### src/rtl/commit_check_if.sv
// Expected-record and commit channels of the lockstep commit checker.
// The reference model and writeback stage drive the master side.
interface commit_check_if #(
  parameter int DATA_W = 16
);
  logic              exp_valid;
  logic              exp_ready;
  logic [DATA_W-1:0] exp_pc;
  logic [DATA_W-1:0] exp_instr;
  logic              exp_wr_en;
  logic [3:0]        exp_wr_reg;
  logic [DATA_W-1:0] exp_wr_data;
  logic              exp_mem_wr;
  logic [DATA_W-1:0] exp_mem_addr;
  logic [DATA_W-1:0] exp_mem_data;
  logic [2:0]        exp_flags;

  logic              cmt_valid;
  logic [DATA_W-1:0] cmt_pc;
  logic [DATA_W-1:0] cmt_instr;
  logic              cmt_wr_en;
  logic [3:0]        cmt_wr_reg;
  logic [DATA_W-1:0] cmt_wr_data;
  logic              cmt_mem_wr;
  logic [DATA_W-1:0] cmt_mem_addr;
  logic [DATA_W-1:0] cmt_mem_data;
  logic [2:0]        cmt_flags;
  logic              cmt_hlt;

  modport master (
    output exp_valid, exp_pc, exp_instr, exp_wr_en,
    output exp_wr_reg, exp_wr_data, exp_mem_wr,
    output exp_mem_addr, exp_mem_data, exp_flags,
    output cmt_valid, cmt_pc, cmt_instr, cmt_wr_en,
    output cmt_wr_reg, cmt_wr_data, cmt_mem_wr,
    output cmt_mem_addr, cmt_mem_data, cmt_flags,
    output cmt_hlt,
    input  exp_ready
  );

  modport slave (
    input  exp_valid, exp_pc, exp_instr, exp_wr_en,
    input  exp_wr_reg, exp_wr_data, exp_mem_wr,
    input  exp_mem_addr, exp_mem_data, exp_flags,
    input  cmt_valid, cmt_pc, cmt_instr, cmt_wr_en,
    input  cmt_wr_reg, cmt_wr_data, cmt_mem_wr,
    input  cmt_mem_addr, cmt_mem_data, cmt_flags,
    input  cmt_hlt,
    output exp_ready
  );
endinterface

### src/rtl/commit_check_unit.sv
// Lockstep commit checker: expected-record FIFO, field compare, watchdog.
// Define CHECK_FLAGS_EN to also compare the {Z,N,V} flags.
module commit_check_unit #(
  parameter int DATA_W  = 16,
  parameter int DEPTH   = 8,
  parameter int TIMEOUT = 64,
  parameter int CNT_W   = 16
) (
  input  logic              clk,
  input  logic              rst,
  commit_check_if.slave     bus,
  output logic              error,
  output logic [7:0]        err_field,
  output logic [DATA_W-1:0] first_err_pc,
  output logic [CNT_W-1:0]  commit_cnt,
  output logic [CNT_W-1:0]  mismatch_cnt,
  output logic [1:0]        state,
  output logic              done
);

  localparam int AW = $clog2(DEPTH);
  localparam int WW = $clog2(TIMEOUT + 1);

  typedef struct packed {
    logic [DATA_W-1:0] pc;
    logic [DATA_W-1:0] instr;
    logic              wr_en;
    logic [3:0]        wr_reg;
    logic [DATA_W-1:0] wr_data;
    logic              mem_wr;
    logic [DATA_W-1:0] mem_addr;
    logic [DATA_W-1:0] mem_data;
    logic [2:0]        flags;
  } rec_t;

  typedef enum logic [1:0] {
    IDLE = 2'b00,
    RUN  = 2'b01,
    DONE = 2'b10,
    FAIL = 2'b11
  } st_e;

  st_e st_q, st_d;
  rec_t mem_q [DEPTH];
  logic [AW-1:0] wr_ptr_q, wr_ptr_d;
  logic [AW-1:0] rd_ptr_q, rd_ptr_d;
  logic [AW:0] cnt_q, cnt_d;
  logic [WW-1:0] wd_q, wd_d;
  logic error_q, error_d;
  logic [7:0] field_q, field_d;
  logic [DATA_W-1:0] fpc_q, fpc_d;
  logic [DATA_W-1:0] last_pc_q, last_pc_d;
  logic [CNT_W-1:0] ccnt_q, ccnt_d;
  logic [CNT_W-1:0] mcnt_q, mcnt_d;

  logic active, empty, full;
  logic push, pop, chk;
  logic hlt_end, tmo;
  logic [7:0] cause;
  rec_t in_rec, act, head;

  assign empty = (cnt_q == '0);
  assign full = (cnt_q == (AW+1)'(DEPTH));
  assign head = mem_q[rd_ptr_q];

  always_comb begin : p_rec
    in_rec.pc       = bus.exp_pc;
    in_rec.instr    = bus.exp_instr;
    in_rec.wr_en    = bus.exp_wr_en;
    in_rec.wr_reg   = bus.exp_wr_reg;
    in_rec.wr_data  = bus.exp_wr_data;
    in_rec.mem_wr   = bus.exp_mem_wr;
    in_rec.mem_addr = bus.exp_mem_addr;
    in_rec.mem_data = bus.exp_mem_data;
    act.pc          = bus.cmt_pc;
    act.instr       = bus.cmt_instr;
    act.wr_en       = bus.cmt_wr_en;
    act.wr_reg      = bus.cmt_wr_reg;
    act.wr_data     = bus.cmt_wr_data;
    act.mem_wr      = bus.cmt_mem_wr;
    act.mem_addr    = bus.cmt_mem_addr;
    act.mem_data    = bus.cmt_mem_data;
`ifdef CHECK_FLAGS_EN
    in_rec.flags    = bus.exp_flags;
    act.flags       = bus.cmt_flags;
`else
    in_rec.flags    = 3'b000;
    act.flags       = 3'b000;
`endif
  end

  always_comb begin : p_out
    active        = (st_q == IDLE) || (st_q == RUN);
    bus.exp_ready = active && !full;
    done          = !active;
  end

  always_comb begin : p_dp
    push = bus.exp_valid && bus.exp_ready;
    chk  = bus.cmt_valid && active;
    pop  = chk && !empty;

    wr_ptr_d = push ? wr_ptr_q + AW'(1) : wr_ptr_q;
    rd_ptr_d = pop ? rd_ptr_q + AW'(1) : rd_ptr_q;
    cnt_d = cnt_q;
    if (push && !pop) cnt_d = cnt_q + (AW+1)'(1);
    if (pop && !push) cnt_d = cnt_q - (AW+1)'(1);

    wd_d = '0;
    if (st_q == RUN && !bus.cmt_valid) wd_d = wd_q + WW'(1);
    tmo = (st_q == RUN) && !bus.cmt_valid &&
          (wd_d == WW'(TIMEOUT));
    hlt_end = chk && (st_q == RUN) && bus.cmt_hlt;

    cause = '0;
    if (chk && empty) begin
      cause[5] = 1'b1;
    end else if (chk) begin
      cause[0] = head.pc != act.pc;
      cause[1] = head.instr != act.instr;
      cause[2] = (head.wr_en != act.wr_en) ||
                 (head.wr_en && act.wr_en &&
                  ((head.wr_reg != act.wr_reg) ||
                   (head.wr_data != act.wr_data)));
      cause[3] = (head.mem_wr != act.mem_wr) ||
                 (head.mem_wr && act.mem_wr &&
                  ((head.mem_addr != act.mem_addr) ||
                   (head.mem_data != act.mem_data)));
      cause[4] = head.flags != act.flags;
    end
    cause[6] = tmo;
    cause[7] = hlt_end && (cnt_d != '0);

    error_d = error_q || (|cause);
    field_d = field_q | cause;
    fpc_d = fpc_q;
    // Timeout has no commit of its own; blame the last retired PC.
    if (!error_q && (|cause)) fpc_d = tmo ? last_pc_q : bus.cmt_pc;
    last_pc_d = chk ? bus.cmt_pc : last_pc_q;

    ccnt_d = ccnt_q;
    if (chk && ccnt_q != '1) ccnt_d = ccnt_q + CNT_W'(1);
    mcnt_d = mcnt_q;
    if ((|cause[5:0]) && mcnt_q != '1) mcnt_d = mcnt_q + CNT_W'(1);
  end

  always_comb begin : p_next
    st_d = st_q;
    unique case (st_q)
      IDLE: if (push || chk) st_d = RUN;
      RUN: begin
        if (hlt_end) st_d = (cnt_d == '0 && !error_d) ? DONE : FAIL;
        else if (tmo) st_d = FAIL;
      end
      default: st_d = st_q;
    endcase
  end

  always_ff @(posedge clk or posedge rst) begin : p_st
    if (rst) st_q <= IDLE;
    else     st_q <= st_d;
  end

  always_ff @(posedge clk or posedge rst) begin : p_reg
    if (rst) begin
      for (int i = 0; i < DEPTH; i++) mem_q[i] <= '0;
      wr_ptr_q  <= '0;
      rd_ptr_q  <= '0;
      cnt_q     <= '0;
      wd_q      <= '0;
      error_q   <= 1'b0;
      field_q   <= '0;
      fpc_q     <= '0;
      last_pc_q <= '0;
      ccnt_q    <= '0;
      mcnt_q    <= '0;
    end else begin
      if (push) mem_q[wr_ptr_q] <= in_rec;
      wr_ptr_q  <= wr_ptr_d;
      rd_ptr_q  <= rd_ptr_d;
      cnt_q     <= cnt_d;
      wd_q      <= wd_d;
      error_q   <= error_d;
      field_q   <= field_d;
      fpc_q     <= fpc_d;
      last_pc_q <= last_pc_d;
      ccnt_q    <= ccnt_d;
      mcnt_q    <= mcnt_d;
    end
  end

  assign error        = error_q;
  assign err_field    = field_q;
  assign first_err_pc = fpc_q;
  assign commit_cnt   = ccnt_q;
  assign mismatch_cnt = mcnt_q;
  assign state        = st_q;

endmodule

### src/flat_wrapper.sv
// flat-port wrapper written by rule: the top's interface ports become plain ports
module commit_check_unit_flat 
#(
  parameter int DATA_W  = 16,
  parameter int DEPTH   = 8,
  parameter int TIMEOUT = 64,
  parameter int CNT_W   = 16
)
  (clk, rst, error, err_field, first_err_pc, commit_cnt, mismatch_cnt, state, done, bus_exp_valid, bus_exp_pc, bus_exp_instr, bus_exp_wr_en, bus_exp_wr_reg, bus_exp_wr_data, bus_exp_mem_wr, bus_exp_mem_addr, bus_exp_mem_data, bus_exp_flags, bus_cmt_valid, bus_cmt_pc, bus_cmt_instr, bus_cmt_wr_en, bus_cmt_wr_reg, bus_cmt_wr_data, bus_cmt_mem_wr, bus_cmt_mem_addr, bus_cmt_mem_data, bus_cmt_flags, bus_cmt_hlt, bus_exp_ready);
  commit_check_if #(.DATA_W(DATA_W)) bus_i ();
  input  logic clk;
  input  logic rst;
  output logic error;
  output logic [7:0] err_field;
  output logic [DATA_W-1:0] first_err_pc;
  output logic [CNT_W-1:0] commit_cnt;
  output logic [CNT_W-1:0] mismatch_cnt;
  output logic [1:0] state;
  output logic done;
  input wire logic [$bits(bus_i.exp_valid)-1:0] bus_exp_valid;
  input wire logic [$bits(bus_i.exp_pc)-1:0] bus_exp_pc;
  input wire logic [$bits(bus_i.exp_instr)-1:0] bus_exp_instr;
  input wire logic [$bits(bus_i.exp_wr_en)-1:0] bus_exp_wr_en;
  input wire logic [$bits(bus_i.exp_wr_reg)-1:0] bus_exp_wr_reg;
  input wire logic [$bits(bus_i.exp_wr_data)-1:0] bus_exp_wr_data;
  input wire logic [$bits(bus_i.exp_mem_wr)-1:0] bus_exp_mem_wr;
  input wire logic [$bits(bus_i.exp_mem_addr)-1:0] bus_exp_mem_addr;
  input wire logic [$bits(bus_i.exp_mem_data)-1:0] bus_exp_mem_data;
  input wire logic [$bits(bus_i.exp_flags)-1:0] bus_exp_flags;
  input wire logic [$bits(bus_i.cmt_valid)-1:0] bus_cmt_valid;
  input wire logic [$bits(bus_i.cmt_pc)-1:0] bus_cmt_pc;
  input wire logic [$bits(bus_i.cmt_instr)-1:0] bus_cmt_instr;
  input wire logic [$bits(bus_i.cmt_wr_en)-1:0] bus_cmt_wr_en;
  input wire logic [$bits(bus_i.cmt_wr_reg)-1:0] bus_cmt_wr_reg;
  input wire logic [$bits(bus_i.cmt_wr_data)-1:0] bus_cmt_wr_data;
  input wire logic [$bits(bus_i.cmt_mem_wr)-1:0] bus_cmt_mem_wr;
  input wire logic [$bits(bus_i.cmt_mem_addr)-1:0] bus_cmt_mem_addr;
  input wire logic [$bits(bus_i.cmt_mem_data)-1:0] bus_cmt_mem_data;
  input wire logic [$bits(bus_i.cmt_flags)-1:0] bus_cmt_flags;
  input wire logic [$bits(bus_i.cmt_hlt)-1:0] bus_cmt_hlt;
  output wire logic [$bits(bus_i.exp_ready)-1:0] bus_exp_ready;
  assign bus_i.exp_valid = bus_exp_valid;
  assign bus_i.exp_pc = bus_exp_pc;
  assign bus_i.exp_instr = bus_exp_instr;
  assign bus_i.exp_wr_en = bus_exp_wr_en;
  assign bus_i.exp_wr_reg = bus_exp_wr_reg;
  assign bus_i.exp_wr_data = bus_exp_wr_data;
  assign bus_i.exp_mem_wr = bus_exp_mem_wr;
  assign bus_i.exp_mem_addr = bus_exp_mem_addr;
  assign bus_i.exp_mem_data = bus_exp_mem_data;
  assign bus_i.exp_flags = bus_exp_flags;
  assign bus_i.cmt_valid = bus_cmt_valid;
  assign bus_i.cmt_pc = bus_cmt_pc;
  assign bus_i.cmt_instr = bus_cmt_instr;
  assign bus_i.cmt_wr_en = bus_cmt_wr_en;
  assign bus_i.cmt_wr_reg = bus_cmt_wr_reg;
  assign bus_i.cmt_wr_data = bus_cmt_wr_data;
  assign bus_i.cmt_mem_wr = bus_cmt_mem_wr;
  assign bus_i.cmt_mem_addr = bus_cmt_mem_addr;
  assign bus_i.cmt_mem_data = bus_cmt_mem_data;
  assign bus_i.cmt_flags = bus_cmt_flags;
  assign bus_i.cmt_hlt = bus_cmt_hlt;
  assign bus_exp_ready = bus_i.exp_ready;
  commit_check_unit #(.DATA_W(DATA_W), .DEPTH(DEPTH), .TIMEOUT(TIMEOUT), .CNT_W(CNT_W)) u_core (.clk(clk), .rst(rst), .bus(bus_i), .error(error), .err_field(err_field), .first_err_pc(first_err_pc), .commit_cnt(commit_cnt), .mismatch_cnt(mismatch_cnt), .state(state), .done(done));
endmodule
### config.mk
export PLATFORM = sky130hd
export DESIGN_NAME = commit_check_unit_flat
export DESIGN_NICKNAME = d
export VERILOG_FILES = /design/src/rtl/commit_check_if.sv /design/src/rtl/commit_check_unit.sv /design/src/flat_wrapper.sv
export SDC_FILE = /design/constraint.sdc
export NUM_CORES = 2
export LEC_CHECK = 0
export BUFFER_PORTS_ARGS = -buffer_cell sky130_fd_sc_hd__buf_4
export CAP_MARGIN = 30
export CORE_MARGIN = 2
export CORE_UTILIZATION = 55
export DETAILED_ROUTE_END_ITERATION = 12
export GPL_TIMING_DRIVEN = 1
export PLACE_DENSITY_LB_ADDON = 0.08
export SYNTH_ARGS = -nofsm -noshare
export SYNTH_HDL_FRONTEND = slang
export SYNTH_SLANG_ARGS = --single-unit
### constraint.sdc
create_clock -name clk -period 24.8 [get_ports clk]
set_input_delay 4.96 -clock clk [delete_from_list [all_inputs] [get_ports clk]]
set_output_delay 4.96 -clock clk [all_outputs]
set_load 0.02 [all_outputs]
* Yosys cells after proc, flatten, opt, wreduce, memory -nomap -nowiden *
Cells that the tools add are included.

word-level totals
  logic and storage cells = 174
  register bits = 804
  bits of input ports = 183
  output and inout bits = 61

operators by class
  add/subtract/negate cells = 7
  $lt $le $gt $ge = 3
  equality and inequality tests = 15
  reduce and logical (&&, ||, !) cells = 45
  multiplexer cells = 18
  bitwise logic cells = 3

operator list
  kind                   count
  $bwmux 712             1
  $bmux 89 s3            1
  $demux 89 s3           1
  $mux 89                3
  $ne 16x16->1           5
  $add 16x1->16 const B  2
  $ne 16x16->1 const B   2
  $logic_and 1x1->1      21
  $mux 16                1
  $mux 5                 2
  $ge 4x4->1 const B     2
  $logic_not 1->1        8
  $logic_not 4->1        2
  $mux 4                 2
  $not 3->4              2
  $or 8x8->8             1
  $reduce_or 8->1        1
  $add 7x1->7 const B    1
  $eq 7x7->1 const B     1
  $logic_or 1x1->1       7
  $mux 7                 1
  $add 3x1->3 const B    2
  $mux 2                 3
  $reduce_or 6->1        1
  other kinds (16)       18

* Logic depth before layout (Yosys ltp) *
  depth after elaboration = 17
  mapped depth = 16
  gate-level depth less buffers = 12

* Worst setup path before layout *
Ideal clock, no wire load.

  path kind = input-to-reg
  start point = in bus_cmt_valid
  end point = reg u_core.fpc_q[0] (netlist: u_core.first_err_pc[0])
  path slack = 17.552 ns
  arrival time = 7.123 ns
  stages = 11
  required time = 24.675 ns
  setup time = 0.125 ns
  buffers on the path = 2
  path through = nand2b_1 -> nor2_1 -> and2_1 -> a22oi_1 -> xnor2_1 -> nor4_1 -> nor2_1 -> o31a_1 -> buf_6 -> buf_6 -> mux2_4

on the way
  word-level cells in the longest chain between the ends = 10
  elaborated cells between the ends (all ways) = 23
  classes of those cells = eq/ne (1); mux (7); reduce/logical (15)

RTL lines
  what                    line                      text
  start: declaration      flat_wrapper.sv:30        input wire logic [$bits(bus_i.cmt_valid)-1:0] bus_cmt_valid;
  $logic_and 1x1->1 *     commit_check_unit.sv:100  chk = bus.cmt_valid && active;
  $logic_and 1x1->1 *     commit_check_unit.sv:101  pop = chk && !empty;
  $logic_not 1->1         commit_check_unit.sv:106  if (push && !pop) cnt_d = cnt_q + (AW+1)'(1);
  $logic_and 1x1->1       commit_check_unit.sv:106
  $mux 4                  commit_check_unit.sv:106
  $mux 4 *                commit_check_unit.sv:107  if (pop && !push) cnt_d = cnt_q - (AW+1)'(1);
  net u_core.cnt_d[2]     commit_check_unit.sv:47   logic [AW:0] cnt_q, cnt_d;
  $reduce_bool 4->1 *     commit_check_unit.sv:132  cause[7] = hlt_end && (cnt_d != '0);
  $logic_and 1x1->1 *     commit_check_unit.sv:132
  $reduce_or 8->1 *       commit_check_unit.sv:138  if (!error_q && (|cause)) fpc_d = tmo ? last_pc_q : bus.cmt_pc;
  $logic_and 1x1->1 *     commit_check_unit.sv:138
  end signal: assignment  commit_check_unit.sv:185  fpc_q <= fpc_d;
  end: declaration        commit_check_unit.sv:51   logic [DATA_W-1:0] fpc_q, fpc_d;

Mark *: on every way through the listed nets, which the timed path passes. The rest lies on a longest branch.
A chain may end at the register's enable or synchronous reset.

* Final worst setup path *
  start point = in bus_cmt_valid
  end point = reg u_core.fpc_q[13] (netlist: u_core.first_err_pc[13])

on the way
  word-level cells in the longest chain between the ends = 10
  elaborated cells between the ends (all ways) = 23
  classes of those cells = eq/ne (1); mux (7); reduce/logical (15)

RTL lines
  what               line
  $logic_and 1x1->1  commit_check_unit.sv:100
  $logic_and 1x1->1  commit_check_unit.sv:101
  $logic_not 1->1    commit_check_unit.sv:106
  $logic_and 1x1->1  commit_check_unit.sv:106
  $mux 4             commit_check_unit.sv:106
  $mux 4             commit_check_unit.sv:107
  $reduce_bool 4->1  commit_check_unit.sv:132
  $logic_and 1x1->1  commit_check_unit.sv:132
  $reduce_or 8->1    commit_check_unit.sv:138
  $logic_and 1x1->1  commit_check_unit.sv:138

Several ways; a longest one is shown, not always the timed one.

==> results.json <==
{
  "outcome": "finished clean",
  "setup_viol": 0,
  "tightest_slew_ns": 1.05,
  "root_buffer": "clkbuf_16",
  "leakage_nw": 19.7,
  "cts_tree": "yes",
  "crit_arrival_ns": 8.36,
  "die_x_um": 258,
  "netlist.area_leader.share_pct": 54.8,
  "routed_wl_mm": 83.5,
  "synth_seq_area_share_pct": 54.8,
  "cp_slowest_stage_delay_ns": 0.78,
  "grt_usage_pct": 25.5,
  "clk_latency_ns": 0.63,
  "cts_num_sinks": 779,
  "postSynthAreaPerCell_um2": 15.0,
  "powerDensity_nw_per_um2": 103,
  "finalHoldViolations": 0,
  "path_buf_inv": 3,
  "drt-initial-drc-count": 1304,
  "power_w": 0.00425,
  "coreArea_um2": 64200,
  "nets": 2783,
  "cts_buffers": 82,
  "start_util_pct": 55.4,
  "place_congestion": 0.790,
  "drive_gt1_share_pct": 49.4,
  "setup_slack_ns": 16.94,
  "yosysWarningCount": 0,
  "drv_cap": 0,
  "end_kind": "register",
  "boundaryPins": 244,
  "synthCells": 2369,
  "grt_pass1_vias": 22400,
  "path_cells": "buf_4, nand2b_1, nor2_1, buf_4, o21ai_0, a31oi_1, or3_1, o31a_1, buf_8, mux2_2",
  "crit_family": "compound AO/OA/AOI/OAI gates",
  "max_freq_mhz": 127,
  "synth-seq-cells": 779,
  "path_common_cell": "buf_4",
  "synth_nets": 2561,
  "synth-edff-count": 0,
  "die_area_um2": 66700,
  "numPortBuffers": 236,
  "via_per_inst": 5.89,
  "wl_per_cell_um": 23.8,
  "rsz0062_at_grt": "false",
  "yosys.area.top_type": "dfrtp_1",
  "cts_setup_buffers": 0,
  "grt_max_degree": 191,
  "antenna_found_initial": 6,
  "cpMaxStageDelayCell": "a31oi_1",
  "dp.cells": 3359,
  "crit_type": "in -> reg",
  "drc_errors": 0,
  "vias": 20700,
  "drv_slew": 0,
  "critical_path.max_fanout": 20,
  "postCtsHoldBufs": 0,
  "ys_types": 50,
  "postPlaceCellArea_um2": 38200,
  "synth_area_um2": 35600,
  "grt_overflow": 0,
  "crit_required_ns": 25.30,
  "ys.flop_type": "dfrtp_1",
  "start_kind": "primary input",
  "ir_drop_mv": 0.0905,
  "final_area_um2": 41100,
  "post-place-ws_ns": 16.31,
  "fin_setup_tns_ns": 0,
  "grt_pass1_wl_mm": 131,
  "async_flop_share_pct": 100,
  "dp_hpwl_mm": 50.6,
  "min_period_ns": 7.86,
  "holdCritPathClass": "reg -> reg",
  "synth.area.top_cells": "dfrtp_1 55%, mux2_2 24%, mux4_2 7.3%",
  "finalClockSkew_ns": 0.0210,
  "syn2layout_area_growth_pct": 15.7,
  "layoutNonFillerInstCount": 3514,
  "post-route-period-util_pct": 31.7,
  "die_h_um": 258,
  "htreeDepth": 3,
  "cts.clk_slew.worst_paths_ns": 0.06,
  "slew-limit-headroom_pct": 29.8,
  "cts.repair.resized": 0,
  "first_pass_iters": 5,
  "antenna_left": 0,
  "max-clock-path-buffers": 3,
  "core.rowCount": 93
}
## per-layer routing
layer	share of wire, %	up-vias	routed length [µm]	track usage [%]
met5	0.059	-	49	0
li1	-	9174	-	-
met3	4.1	107	3460	4.30
met2	50	362	41900	42.8
met4	2.1	8	1770	7.53
met1	44	11000	36400	34.5
## sequential cells by signal, summed over array words and instances (netlist names)
register and count:
u_core.last_pc_q 16, u_core.cnt_q 4, u_core.commit_cnt 16, u_core.mismatch_cnt 16, u_core.err_field 7, u_core.first_err_pc 16
u_core.mem_q 688, u_core.rd_ptr_q 3, u_core.error 1, u_core.wr_ptr_q 3, u_core.wd_q 7, u_core.state 2
## tightest hold or removal path: cells and delay by family (launching register included)
kind | cells | cell delay, ns
AND/OR/NAND/NOR | 2 | 0.10
flip-flops | 1 | 0.33
## path summary, 6_finish.rpt
kind / from / to / slack (ns) / cells after the start
max: bus_cmt_valid / u_core.first_err_pc[13] / 16.94 / 10
min: u_core.last_pc_q[14] / u_core.last_pc_q[14] / 0.47 / 2
max reg2reg: u_core.rd_ptr_q[1] / u_core.first_err_pc[6] / 18.43 / 13
min reg2reg: u_core.last_pc_q[14] / u_core.last_pc_q[14] / 0.47 / 2
max in group asynchronous: rst / u_core.rd_ptr_q[0] / 17.82 / 6
min in group asynchronous: rst / u_core.commit_cnt[3] / 4.62 / 3
## kinds of logic (layout without fill, tap and decap cells)
group                      after synthesis  after routing  synth area share [%]
muxes                                 1004           1004                  35.1
DFF                                    779            779                  54.8
and+or+nand+nor                        217            217                  2.99
buffers and inverters                  151            439                  1.92
xor gates and xnor gates               123            123                  3.03
AOI/OAI and AO/OA                       85             85                  1.78
adders and majority gates                9              9                 0.317
other                                    1              3                0.0105
## layout make-up
type / instances / area (µm²)
clock inverters: 23 / 255
inverters: 11 / 45.0
multi-input cells: 1439 / 15400
flip-flops and latches: 779 / 19500
clock buffers: 127 / 2550
diodes: 2 / 5.00
fillers: 4747 / 23100
well taps: 855 / 1070
repair buffers: 278 / 2270
## cells in the mapped netlist, drive strengths merged, types with 2 or more instances
| cell type | count |
|---|---|
| dfrtp | 779 |
| mux2 | 767 |
| mux2i | 121 |
| mux4 | 116 |
| nand2 | 85 |
| xnor2 | 82 |
| buf | 70 |
| clkbuf | 70 |
| xor2 | 41 |
| nor2 | 27 |
| nand4 | 23 |
| nand3 | 22 |
| a221oi | 21 |
| o22ai | 17 |
| and3 | 13 |
| a22oi | 12 |
| inv | 11 |
| ha | 9 |
| nor2b | 8 |
| nor4 | 8 |
| and2 | 6 |
| nor3 | 6 |
| a21o | 5 |
| a31oi | 5 |
| nand2b | 5 |
| a21oi | 4 |
| a22o | 4 |
| o21ai | 4 |
| o221ai | 4 |
| or2 | 4 |
| a41oi | 3 |
| o31ai | 3 |
| and4 | 2 |
| nand3b | 2 |
| nor3b | 2 |
## layout by cell type, fill, tap and decap left out, drive strengths merged, types with 12 or more instances in the layout
master	count
a22oi	12
clkinv	14
and3	13
xnor2	82
buf	278
xor2	41
mux4	116
nand3	22
a221oi	21
nor2	27
mux2i	121
dfrtp	779
mux2	767
nand2	85
nand4	23
o22ai	17
clkbuf	127
## stage by stage
stage	utilization (%)	hold WS (ns)
after floorplan	-	0.440
after global placement	59.4	0.453
after detailed placement	59.5	0.457
after CTS	63.9	0.474
after global routing	64.0	0.477
final	64.0	0.470
## where the power goes
part / leakage [nW] / switching, W / total [W] / internal (W)
clock: 1.38 / 0.000499 / 0.00126 / 0.000758
sequential: 10.4 / 0.000195 / 0.00176 / 0.00156
combinational: 7.87 / 0.000577 / 0.00124 / 0.000662
(Power assumes the default switching activity.)
